File: src/rtl/column_scan_driver.sv
// Time-multiplexed column scanner for the LED word panel.
// Double-buffers a full frame and drives one column at a time with dwell and blank gap.
module column_scan_driver #(
  parameter int unsigned NUM_COLS = 24,
  parameter int unsigned ROWS     = 7,
  parameter int unsigned DWELL    = 50000,
  parameter int unsigned BLANK    = 100
) (
  input  logic                     clk,
  input  logic                     rst_n,
  input  logic                     load,
  input  logic [NUM_COLS*ROWS-1:0] frame_in,
  output logic [ROWS-1:0]          col_data,
  output logic [NUM_COLS-1:0]      col_activate,
  output logic                     frame_start
);

  localparam int unsigned IDX_W     = $clog2(NUM_COLS);
  localparam int unsigned PH_MAX    = (DWELL > BLANK) ? DWELL : BLANK;
  localparam int unsigned PH_W      = $clog2(PH_MAX + 1);
  localparam int unsigned BLANK_LEN = (BLANK == 0) ? 1 : BLANK;

  localparam logic [PH_W-1:0]  DRIVE_LAST = PH_W'(DWELL - 1);
  localparam logic [PH_W-1:0]  BLANK_LAST = PH_W'(BLANK_LEN - 1);
  localparam logic [IDX_W-1:0] LAST_COL   = IDX_W'(NUM_COLS - 1);

  typedef logic [NUM_COLS-1:0][ROWS-1:0] frame_t;
  typedef enum logic {ST_DRIVE, ST_BLANK} state_t;

  state_t            state_q, state_d;
  logic [IDX_W-1:0]  idx_q, idx_d;
  logic [PH_W-1:0]   phase_q, phase_d;
  frame_t            shadow_q, shadow_d;
  frame_t            active_q, active_d;
  frame_t            frame_in_cols;
  logic              pending_q, pending_d;
  logic              advance;
  logic              wrap;
  logic [ROWS-1:0]     col_data_d;
  logic [NUM_COLS-1:0] col_activate_d;
  logic                frame_start_d;

  assign frame_in_cols = frame_in;

  // State register; reset parks on the last column in BLANK so the first advance wraps and swaps.
  always_ff @(posedge clk or negedge rst_n) begin
    if (!rst_n) begin
      state_q      <= ST_BLANK;
      idx_q        <= LAST_COL;
      phase_q      <= '0;
      shadow_q     <= '0;
      active_q     <= '0;
      pending_q    <= 1'b0;
      col_data     <= '0;
      col_activate <= '0;
      frame_start  <= 1'b0;
    end else begin
      state_q      <= state_d;
      idx_q        <= idx_d;
      phase_q      <= phase_d;
      shadow_q     <= shadow_d;
      active_q     <= active_d;
      pending_q    <= pending_d;
      col_data     <= col_data_d;
      col_activate <= col_activate_d;
      frame_start  <= frame_start_d;
    end
  end

  // Next state, frame buffering and the registered panel outputs.
  always_comb begin
    state_d        = state_q;
    idx_d          = idx_q;
    phase_d        = phase_q + PH_W'(1);
    shadow_d       = shadow_q;
    active_d       = active_q;
    pending_d      = pending_q;
    advance        = 1'b0;
    col_data_d     = '0;
    col_activate_d = '0;
    frame_start_d  = 1'b0;

    unique case (state_q)
      ST_DRIVE: begin
        if (phase_q == DRIVE_LAST) begin
          phase_d = '0;
          if (BLANK == 0) advance = 1'b1;
          else            state_d = ST_BLANK;
        end
      end
      ST_BLANK: begin
        if (phase_q == BLANK_LAST) begin
          phase_d = '0;
          state_d = ST_DRIVE;
          advance = 1'b1;
        end
      end
      default: state_d = ST_BLANK;
    endcase

    wrap = advance && (idx_q == LAST_COL);
    if (advance) idx_d = wrap ? '0 : idx_q + IDX_W'(1);

    if (load) begin
      shadow_d  = frame_in_cols;
      pending_d = 1'b1;
    end

    // A load on the boundary edge bypasses the shadow so it is shown in the frame starting now.
    if (wrap) begin
      if (load)           active_d = frame_in_cols;
      else if (pending_q) active_d = shadow_q;
      pending_d = 1'b0;
    end

    if (state_d == ST_DRIVE) begin
      col_activate_d = NUM_COLS'(1) << idx_d;
      col_data_d     = active_d[idx_d];
    end
    frame_start_d = wrap;
  end

endmodule

File: config.mk
export PLATFORM = sky130hd
export DESIGN_NAME = column_scan_driver
export DESIGN_NICKNAME = d
export VERILOG_FILES = /design/src/rtl/column_scan_driver.sv
export SDC_FILE = /design/constraint.sdc
export NUM_CORES = 1
export LEC_CHECK = 0
export CAP_MARGIN = 20
export CELL_PAD_IN_SITES_DETAIL_PLACEMENT = 1
export CELL_PAD_IN_SITES_GLOBAL_PLACEMENT = 2
export CORE_MARGIN = 1.5
export CORE_UTILIZATION = 44
export CTS_BUF_LIST = sky130_fd_sc_hd__clkbuf_8
export DETAILED_ROUTE_END_ITERATION = 8
export GPL_ROUTABILITY_DRIVEN = 0
export PLACE_DENSITY = 0.94
export SLEW_MARGIN = 20
export SYNTH_ARGS = -nofsm -noshare
export SYNTH_HDL_FRONTEND = slang
export SYNTH_SLANG_ARGS = --single-unit
File: constraint.sdc
create_clock -name clk -period 4.37 [get_ports clk]
set_clock_uncertainty 0.15 [all_clocks]
set_input_delay 0.874 -clock clk [delete_from_list [all_inputs] [get_ports clk]]
set_output_delay 0.874 -clock clk [all_outputs]
set_load 0.02 [all_outputs]
After elaboration in Yosys (flattened, before gate mapping)
Index checks and enable logic that the tools add are counted.
{"block": "classes", "shift": 1, "multipliers": 0, "bitwise": 1, "n_eq_ne": 3, "reduce_logical": 2, "mux": 19, "order_cmp": 1, "add_sub_neg": 2, "div": 0}
{"operator": "two-way mux 168 bit", "n": 3}
{"operator": "binary-select mux 7 bit (select 5 bit)", "n": 1}
{"operator": "two-way mux 16 bit", "n": 2}
{"operator": "one-hot mux 16 bit (2 select lines)", "n": 1}
{"operator": "two-way mux 24 bit", "n": 1}
{"operator": "left shift 1 x 5 -> 24 bit, first input constant", "n": 1}
{"operator": "adder 16 x 1 -> 16 bit, second input constant", "n": 1}
{"operator": "equality test 16 bit, second input constant", "n": 1}
{"operator": "equality test 16 x 7 -> 1 bit, second input constant", "n": 1}
{"operator": "two-way mux 7 bit", "n": 2}
{"operator": "two-way mux 5 bit", "n": 2}
{"operator": "less-than comparator 5 x 6 -> 1 bit, second input constant", "n": 1}
{"operator": "two-way mux 1 bit", "n": 6}
{"operator": "adder 5 x 1 -> 5 bit, second input constant", "n": 1}
{"operator": "equality test 5 bit, second input constant", "n": 1}
{"operator": "one-hot mux 1 bit (2 select lines)", "n": 1}
{"operator": "nonzero test 2 bit", "n": 1}
{"operator": "logical AND 1 bit", "n": 1}
{"operator": "inverter 1 bit", "n": 1}
{"block": "totals", "latch_bits": 0, "inputBits": 171, "wordCells": 84, "out_inout_bits": 32, "reg_bits": 391, "ramBits": 0, "n_memories": 0, "rom_bits": 0}

Depth between registers and ports, before layout
Gate-level depths: netlist (run 1).
{"block": "logic_depth", "ltp_word": 9, "ltp_mapped": 13}

Worst setup path after synthesis (run 1)
No wires, ideal clock.
{"block": "synth_path", "kind": "input port to flip-flop", "start": "in load", "end": "reg col_data[6]", "n_path_buf": 3, "slack_ps": 1258, "required_time_ps": 4099, "path_stages": 9, "setup_ps": 121, "arrival_time_ps": 2841, "path_cell_list": "clkbuf_1 clkbuf_1 buf_2 mux2_2 mux2_1 o22a_1 nand3b_1 o211ai_1 o22a_1"}
{"item": "from (decl)", "line_no": "11", "rtl": "input logic load,"}
{"item": "to (signal assigned)", "line_no": "64", "rtl": "col_data <= col_data_d;"}
{"item": "to (decl)", "line_no": "13", "rtl": "output logic [ROWS-1:0] col_data,"}

Worst setup path in the final report (run 1)
{"block": "layout_path", "start": "reg phase_q[0]", "end": "reg col_data[4]"}
{"block": "layout_via", "elab_chain_cells": 9, "word_cells_on_any_way": 14, "cone_classes": "2 x eq/ne; 11 x mux; 1 x reduce/logical"}
{"item": "from (decl)", "line_no": "32", "rtl": "logic [PH_W-1:0] phase_q, phase_d;"}
{"item": "from (signal assigned)", "line_no": "60", "rtl": "phase_q <= phase_d;"}
{"item": "equality test 16 x 7 -> 1 bit", "line_no": "92", "rtl": "if (phase_q == BLANK_LAST) begin"}
{"item": "two-way mux 1 bit", "line_no": "92"}
{"item": "two-way mux 1 bit", "line_no": "83", "rtl": "unique case (state_q)"}
{"item": "logical AND 1 bit", "line_no": "101", "rtl": "wrap = advance && (idx_q == LAST_COL);"}
{"item": "two-way mux 5 bit (2 in a row)", "line_no": "102", "rtl": "if (advance) idx_d = wrap ? '0 : idx_q + IDX_W'(1);"}
{"item": "binary-select mux 7 bit (select 5 bit)", "line_no": "118", "rtl": "col_data_d = active_d[idx_d];"}
{"item": "two-way mux 7 bit (not written as such)", "line_no": "118"}
{"item": "two-way mux 7 bit (*)", "line_no": "116", "rtl": "if (state_d == ST_DRIVE) begin"}
{"item": "named net col_data_d[4]", "line_no": "39", "rtl": "logic [ROWS-1:0] col_data_d;"}
The timed path passes the listed nets; every way through them passes the cells marked *. The select of a mux whose other input is x is not followed.
A chain may end at the register's enable or synchronous reset.

==> metrics.txt, run 1 <==
outcome=finished with violations; violated checks=design-rule violations; met1 WL=18,500 um; leading register cell type out of synthesis=dfrtp_1; P_leak=0.00928 uW; IR drop worst, VDD=0.217 mV; initial antenna violation count=0; multi-input combinational cell area=5890 sq um; Reg power frac=0.523; hold-fix buffers at CTS=0; Area Overhead vs Synth=22.5%; I/O Pins=203; Syn Area/Cell=14.2 sq um; die area=37,700 sq um; Crit path required time=4.70 ns; drt initial violations=620; first-pass GRT wire length=66,600 um; uppermost layer routed=met4; vias in the first global route=11,200; # Max-Cap Violations=0; Hold Fails Final Rpt=0; DP Area=18,500 sq um; RSZ-0062 raised after global routing=no; Worst Path Arrival=4.10 ns; Seq cells post-synth=391; Ys Warns=0; clock transition at the registers of the reported paths=0.06 ns; crit-path cells=ha_1, nor3b_1, and4_1, and3_1, xnor2_1, buf_4, inv_2, nor2_1, nand3_1, and3_1; final setup TNS=0 ns; Synth cell types=66; CP endpoint kind=flop; CTS Buf Count=61; layout cells sized above 1=0.311; fraction of registers with async set/reset=1.00; DRT Pass-1 Iters=9; Synth area leader=dfrtp_1; antenna viol nets, final=0; wire length on met2=20,500 um; height of the die=194 um; CP Max Fanout=18; Vias/cell=5.45; final hold slack=0.0924 ns; Total GRT Usage=0.229; switching pwr=1670 uW; Cell Area, Synth=16,100 sq um; core area=35,700 sq um; synthesized instance count=1,132; FILL cells=3,497; Post-Layout Inst Area=19,700 sq um; CTS root buf=clkbuf_8; crit-path most repeated cell=and3_1; reg-to-reg endpoint=col_data[4]; clock sinks=391; PortBufs=202; Slowest-stage cell, CP=xnor2_1; kind of critical path=flop to flop; clock tree buffer depth=3; part of the power in the clock network=0.405; Overflow after GRT=0; Power, Total=7300 uW; via count=10,100; # nets final=1,516; FF/Latch Area=9790 sq um; R2R setup slack=0.60 ns; area share of the leading cell type in the synthesized netlist=0.601; largest net degree at the start of global routing=103; Initial Util=0.449; H-tree Lvls=2; Min-Delay Path Class=input port to asynchronous set/reset pin; FP Rows=69; synth cell count leaders=dfrtp_1 (386), mux2_2 (310), nor2_1 (72); TritonCTS clock tree=done; Setup Buffers After CTS=0; Critical Path Start Type=flop; period utilization=0.862; ant diodes=0; pre-CTS WS=0.644 ns; final setup fails=0; met3 WL=1870 um; Residual DRC=15; R2R depth=10; Syn Nets=1,305; Slew headroom=0.294; Internal Power=5630 uW; beginning of the worst register-to-register path=phase_q[0]; drt wl/cell=22.8 um; Least-Margin Pin Slew=1.06 ns; register area share after synthesis=0.609; post-route minimum period=3.77 ns; clk_lat worst skew=0.61 ns; final wirelength=42,100 um; Resized Gates After CTS=0; Final HPWL DP=29,000 um; Fmax=266 MHz; die width=194 um; final worst-path setup slack=0.605 ns; EDFF count, synth=0; Synth area leaders=dfrtp_1 (60%), mux2_2 (22%), nor2_1 (1.7%), mux2_1 (1.5%), mux2i_1 (1.5%); Sw Share=0.229; CP peak stage delay=0.74 ns; max-slew violation count=0; PwrDens=371 nW/um^2; Gate power share=0.072; most common cell in the synthesized netlist=dfrtp_1
sequential cells by signal (all words and copies together) (netlist names):
signal        count
shadow_q        168
state_q           1
col_activate     24
active_q        168
idx_q             5
pending_q         1
frame_start       1
phase_q          16
col_data          7
power by group through the flow:
stage | clock (uW) | sequential, uW | combinational, uW
floorplan | 0 | 3860 | 217
global placement | 0 | 3870 | 519
detailed placement | 0 | 3880 | 532
CTS | 3030 | 3820 | 536
global route | 3190 | 3830 | 571
finish | 2960 | 3820 | 523
cells in the final DEF (no fill, tap or decap), types with 12 or more instances in the layout:
cell and n:
clkdlybuf4s50_1 200, dfrtp_1 386, nand2_1 50, inv_1 29, nand3_1 24, mux2_2 310, clkbuf_8 77, o21ai_0 12
mux2i_1 24, a211o_1 14, mux2_1 22, and3_1 19, nor2_1 71
stage by stage:
stage | util | instances
3_3_place_gp | 0.518 | 1741
3_5_place_dp | 0.518 | 1741
2_1_floorplan | - | 1132
4_1_cts | 0.551 | 1846
5_1_grt | 0.551 | 1846
6_report | 0.551 | 1846
worst max-delay path by stage:
| stage | start | to | slack [ns] | depth (start not counted) |
|---|---|---|---|---|
| 2_1_floorplan | load | col_data[6] | 1.26 | 9 |
| 3_3_place_gp | phase_q[0] | col_data[6] | 0.72 | 11 |
| 3_5_place_dp | phase_q[0] | col_data[6] | 0.64 | 11 |
| 4_1_cts | phase_q[0] | col_data[4] | 0.63 | 10 |
| 5_1_grt | phase_q[0] | col_data[5] | 0.36 | 10 |
| 6_report | phase_q[0] | col_data[4] | 0.60 | 10 |
area by class of cell:
class | instances | share of cell area
clock buffer | 77 | 0.0538
clock inverter | 28 | 0.00623
inverter | 9 | 0.00172
timing repair buffer | 215 | 0.112
tap | 461 | 0.0293
multi-input combinational | 665 | 0.299
sequential | 391 | 0.497
per-layer routing:
| metal | vias up | track usage |
|---|---|---|
| met5 | - | 0 |
| met3 | 77 | 0.0397 |
| li1 | 4465 | - |
| met2 | 247 | 0.372 |
| met4 | 0 | 0.0790 |
| met1 | 5269 | 0.311 |
critical path: cells and delay by family (launching register included):
kind                       cells  cell delay (ns)
and+or+nand+nor                6             1.54
buffers and inverters          2             0.54
DFF                            1             0.39
xor gates and xnor gates       1             0.74
adders and majority gates      1             0.24
cells by family (layout without fill, tap and decap cells):
group	Yosys count	count (layout)	synth area share
AO/OA/AOI/OAI	95	95	0.0464
XOR/XNOR	15	15	0.00818
adder cells (fa/ha/maj)	2	2	0.00156
buffers and inverters	76	329	0.0253
flip-flops	391	391	0.609
multiplexers	359	359	0.251
AND/OR/NAND/NOR	194	194	0.0581
Power figures use the tool's default switching activity.
==> inputs of run 2 (changes only) <==
Settings changed: CORE_UTILIZATION 44 to 40, PLACE_DENSITY 0.94 to 0.87.
Clock period 4.37 ns to 4 ns, I/O delays scaled along.
==> run 2 against run 1 <==
Compared with the run above:
- the run now ends clean
- sequential power increased by 9.2%
- non-clock buffer count increased by 16
- global-route usage decreased by 1.4 points
- sequential share of layout area decreased by 1.1 points
- worst setup slack got worse by 0.030 ns
- die area increased by 9.8%
- final cell count increased by 5.1%
- via count decreased by 0.31%
- combinational power increased by 13%
- critical path depth decreased by 1
- critical path type unchanged
- largest cell class unchanged
==> metrics.txt, run 2 (same netlist as run 1, synthesis figures left out) <==
CTS root buf=clkbuf_8; Area Overhead vs Synth=25.2%; drt initial violations=521 (-16%); CP peak stage delay=0.56 ns (-0.18 ns); Least-Margin Pin Slew=0.809 ns (-0.246 ns); R2R depth=9 (-1); final setup TNS=0 ns (unchanged); I/O Pins=203 (unchanged); R2R setup slack=0.58 ns (-0.03 ns); TritonCTS clock tree=done; Bufs and invs on worst path=0 (-2); Top delay family on crit path=simple AND/OR/NAND/NOR gates; Initial Util=0.405 (-0.0442); clock sinks=391 (unchanged); CP Max Fanout=45 (+27); period utilization=0.856 (-0.00541); final setup fails=0 (unchanged); reg-to-reg endpoint=col_data[5]; antenna viol nets, final=0 (unchanged); RSZ-0062 raised after global routing=no; clock tree buffer depth=3 (unchanged); FILL cells=3,946 (+13%); Setup Buffers After CTS=0 (unchanged); Slew headroom=0.460 (+0.166); outcome=finished, final reports clean; core area=39,600 sq um (+11%); FP Rows=73 (+5.8%); final wirelength=43,200 um (+2.7%); Fmax=292 MHz (+9.9%); clock transition at the registers of the reported paths=0.07 ns (about the same); Min-Delay Path Class=input port to asynchronous set/reset pin; Total GRT Usage=0.215 (-0.0145); vias in the first global route=11,200 (+0.30%); Critical Path Start Type=flop; crit-path cells=ha_1, nor3b_1, and4_1, and2_2, mux2_4, o221ai_1, a31oi_1, o21ai_0, a221oi_1; Crit path required time=4.37 ns (-0.33 ns); PortBufs=202 (unchanged); largest net degree at the start of global routing=100 (-2.9%); FF/Latch Area=9790 sq um (unchanged); DRT Pass-1 Iters=5 (-4); max-slew violation count=0 (unchanged); # Max-Cap Violations=0 (unchanged); Hold Fails Final Rpt=0 (unchanged); Slowest-stage cell, CP=mux2_4; initial antenna violation count=1 (+1); # nets final=1,538 (+1.5%); clk_lat worst skew=0.61 ns (about the same); Overflow after GRT=0 (unchanged); IR drop worst, VDD=0.169 mV (-22%); die area=41,400 sq um (+9.8%); Util after Layout=0.507 (-0.0433); Resized Gates After CTS=0 (unchanged); drt wl/cell=22.3 um (-2.4%); die width=203 um (+4.8%); P_leak=0.00947 uW (+2.1%); largest registers=active_q (168), shadow_q (168), col_activate (24); hold-fix buffers at CTS=0 (unchanged); commonest non-fill, non-tap cell in the layout=dfrtp_1; commonest cells after routing, fill and taps aside=dfrtp_1 (386), mux2_2 (310), clkdlybuf4s50_1 (200); layout cells sized above 1=0.327 (+0.0153); via count=10,000 (-0.31%); post-route minimum period=3.42 ns (-0.340 ns); Residual DRC=0 (-15); kind of critical path=flop to flop; first-pass GRT wire length=66,800 um (+0.36%); multi-input combinational cell area=5890 sq um (+0.13%); Final HPWL DP=30,600 um (+5.8%); CTS Buf Count=67 (+9.8%); Worst Path Arrival=3.79 ns (-0.31 ns); Vias/cell=5.17 (-5.2%); height of the die=203 um (+4.8%); CP endpoint kind=flop; beginning of the worst register-to-register path=phase_q[0]; H-tree Lvls=3 (+1); PwrDens=413 nW/um^2 (+11%)
==> run 2: cell types whose count changed in the layout (fill, tap and decap cells not counted) <==
cell | before | now
xnor2_2 | 0 | 1
clkinvlp_4 | 4 | 3
inv_6 | 0 | 2
buf_12 | 7 | 13
xnor2_1 | 10 | 9
buf_4 | 6 | 16
clkbuf_8 | 77 | 85
clkinv_2 | 2 | 7
diode_2 | 0 | 1
==> run 2: per-layer routing <==
metal,vias up,GRT usage,part of all wire
met5,-,0,0.00023
met4,2,0.0698,0.020
met3,64,0.0390,0.044
met2,234,0.353,0.49
met1,5221,0.287,0.44
li1,4506,-,-
==> run 2: how the worst max path moves through the flow <==
stage	depth (start not counted)	to	slack [ns]	startpoint
3_3_place_gp	9	col_data[5]	0.65	phase_q[0]
2_1_floorplan	9	col_data[6]	0.96	load
6_report	9	col_data[5]	0.58	phase_q[0]
5_1_grt	9	col_data[5]	0.39	phase_q[0]
4_1_cts	9	col_data[5]	0.55	phase_q[0]
3_5_place_dp	9	col_data[5]	0.56	phase_q[0]
==> run 2: layout make-up <==
| cell class | count | area share |
|---|---|---|
| antenna | 1 | 0.000124 |
| clock buffer | 85 | 0.0582 |
| clock inverter | 34 | 0.00784 |
| inverter | 9 | 0.00168 |
| multi-input combinational | 665 | 0.293 |
| sequential | 391 | 0.487 |
| tap | 525 | 0.0327 |
| timing repair buffer | 231 | 0.120 |
==> run 2: power by group <==
| group | switching (uW) | total, uW | internal [uW] |
|---|---|---|---|
| registers | 44.1 | 4170 | 4130 |
| clock network | 1630 | 3550 | 1910 |
| logic | 273 | 593 | 320 |
==> run 2: metrics by stage <==
| stage | instance area, sq um | hold WS (ns) | cells | setup WS (ns) | total power [uW] |
|---|---|---|---|---|---|
| floorplan | 16100 | 0.275 | 1132 | 0.962 | 4460 |
| detailed placement | 18800 | 0.302 | 1821 | 0.556 | 4840 |
| CTS | 20100 | 0.0895 | 1940 | 0.553 | 8420 |
| global placement | 18800 | 0.293 | 1821 | 0.653 | 4820 |
| finish | 20100 | 0.0851 | 1941 | 0.575 | 8310 |
| global route | 20100 | 0.111 | 1940 | 0.391 | 8650 |
==> run 2: worst reg2reg max path, delay by kind of cell (launching register included) <==
kind                     cells  cell delay [ns]
AND/OR/NAND/NOR              3             1.08
adder cells (fa/ha/maj)      1             0.21
flip-flops                   1             0.37
multiplexers                 1             0.56
AO/OA/AOI/OAI                4             0.99
==> inputs of run 3 (changes only) <==
Settings changed: SKIP_LAST_GASP from default to 1.
==> results of run 3 <==
Same layout as run 2: the final DEF is identical, and so are final timing and power.
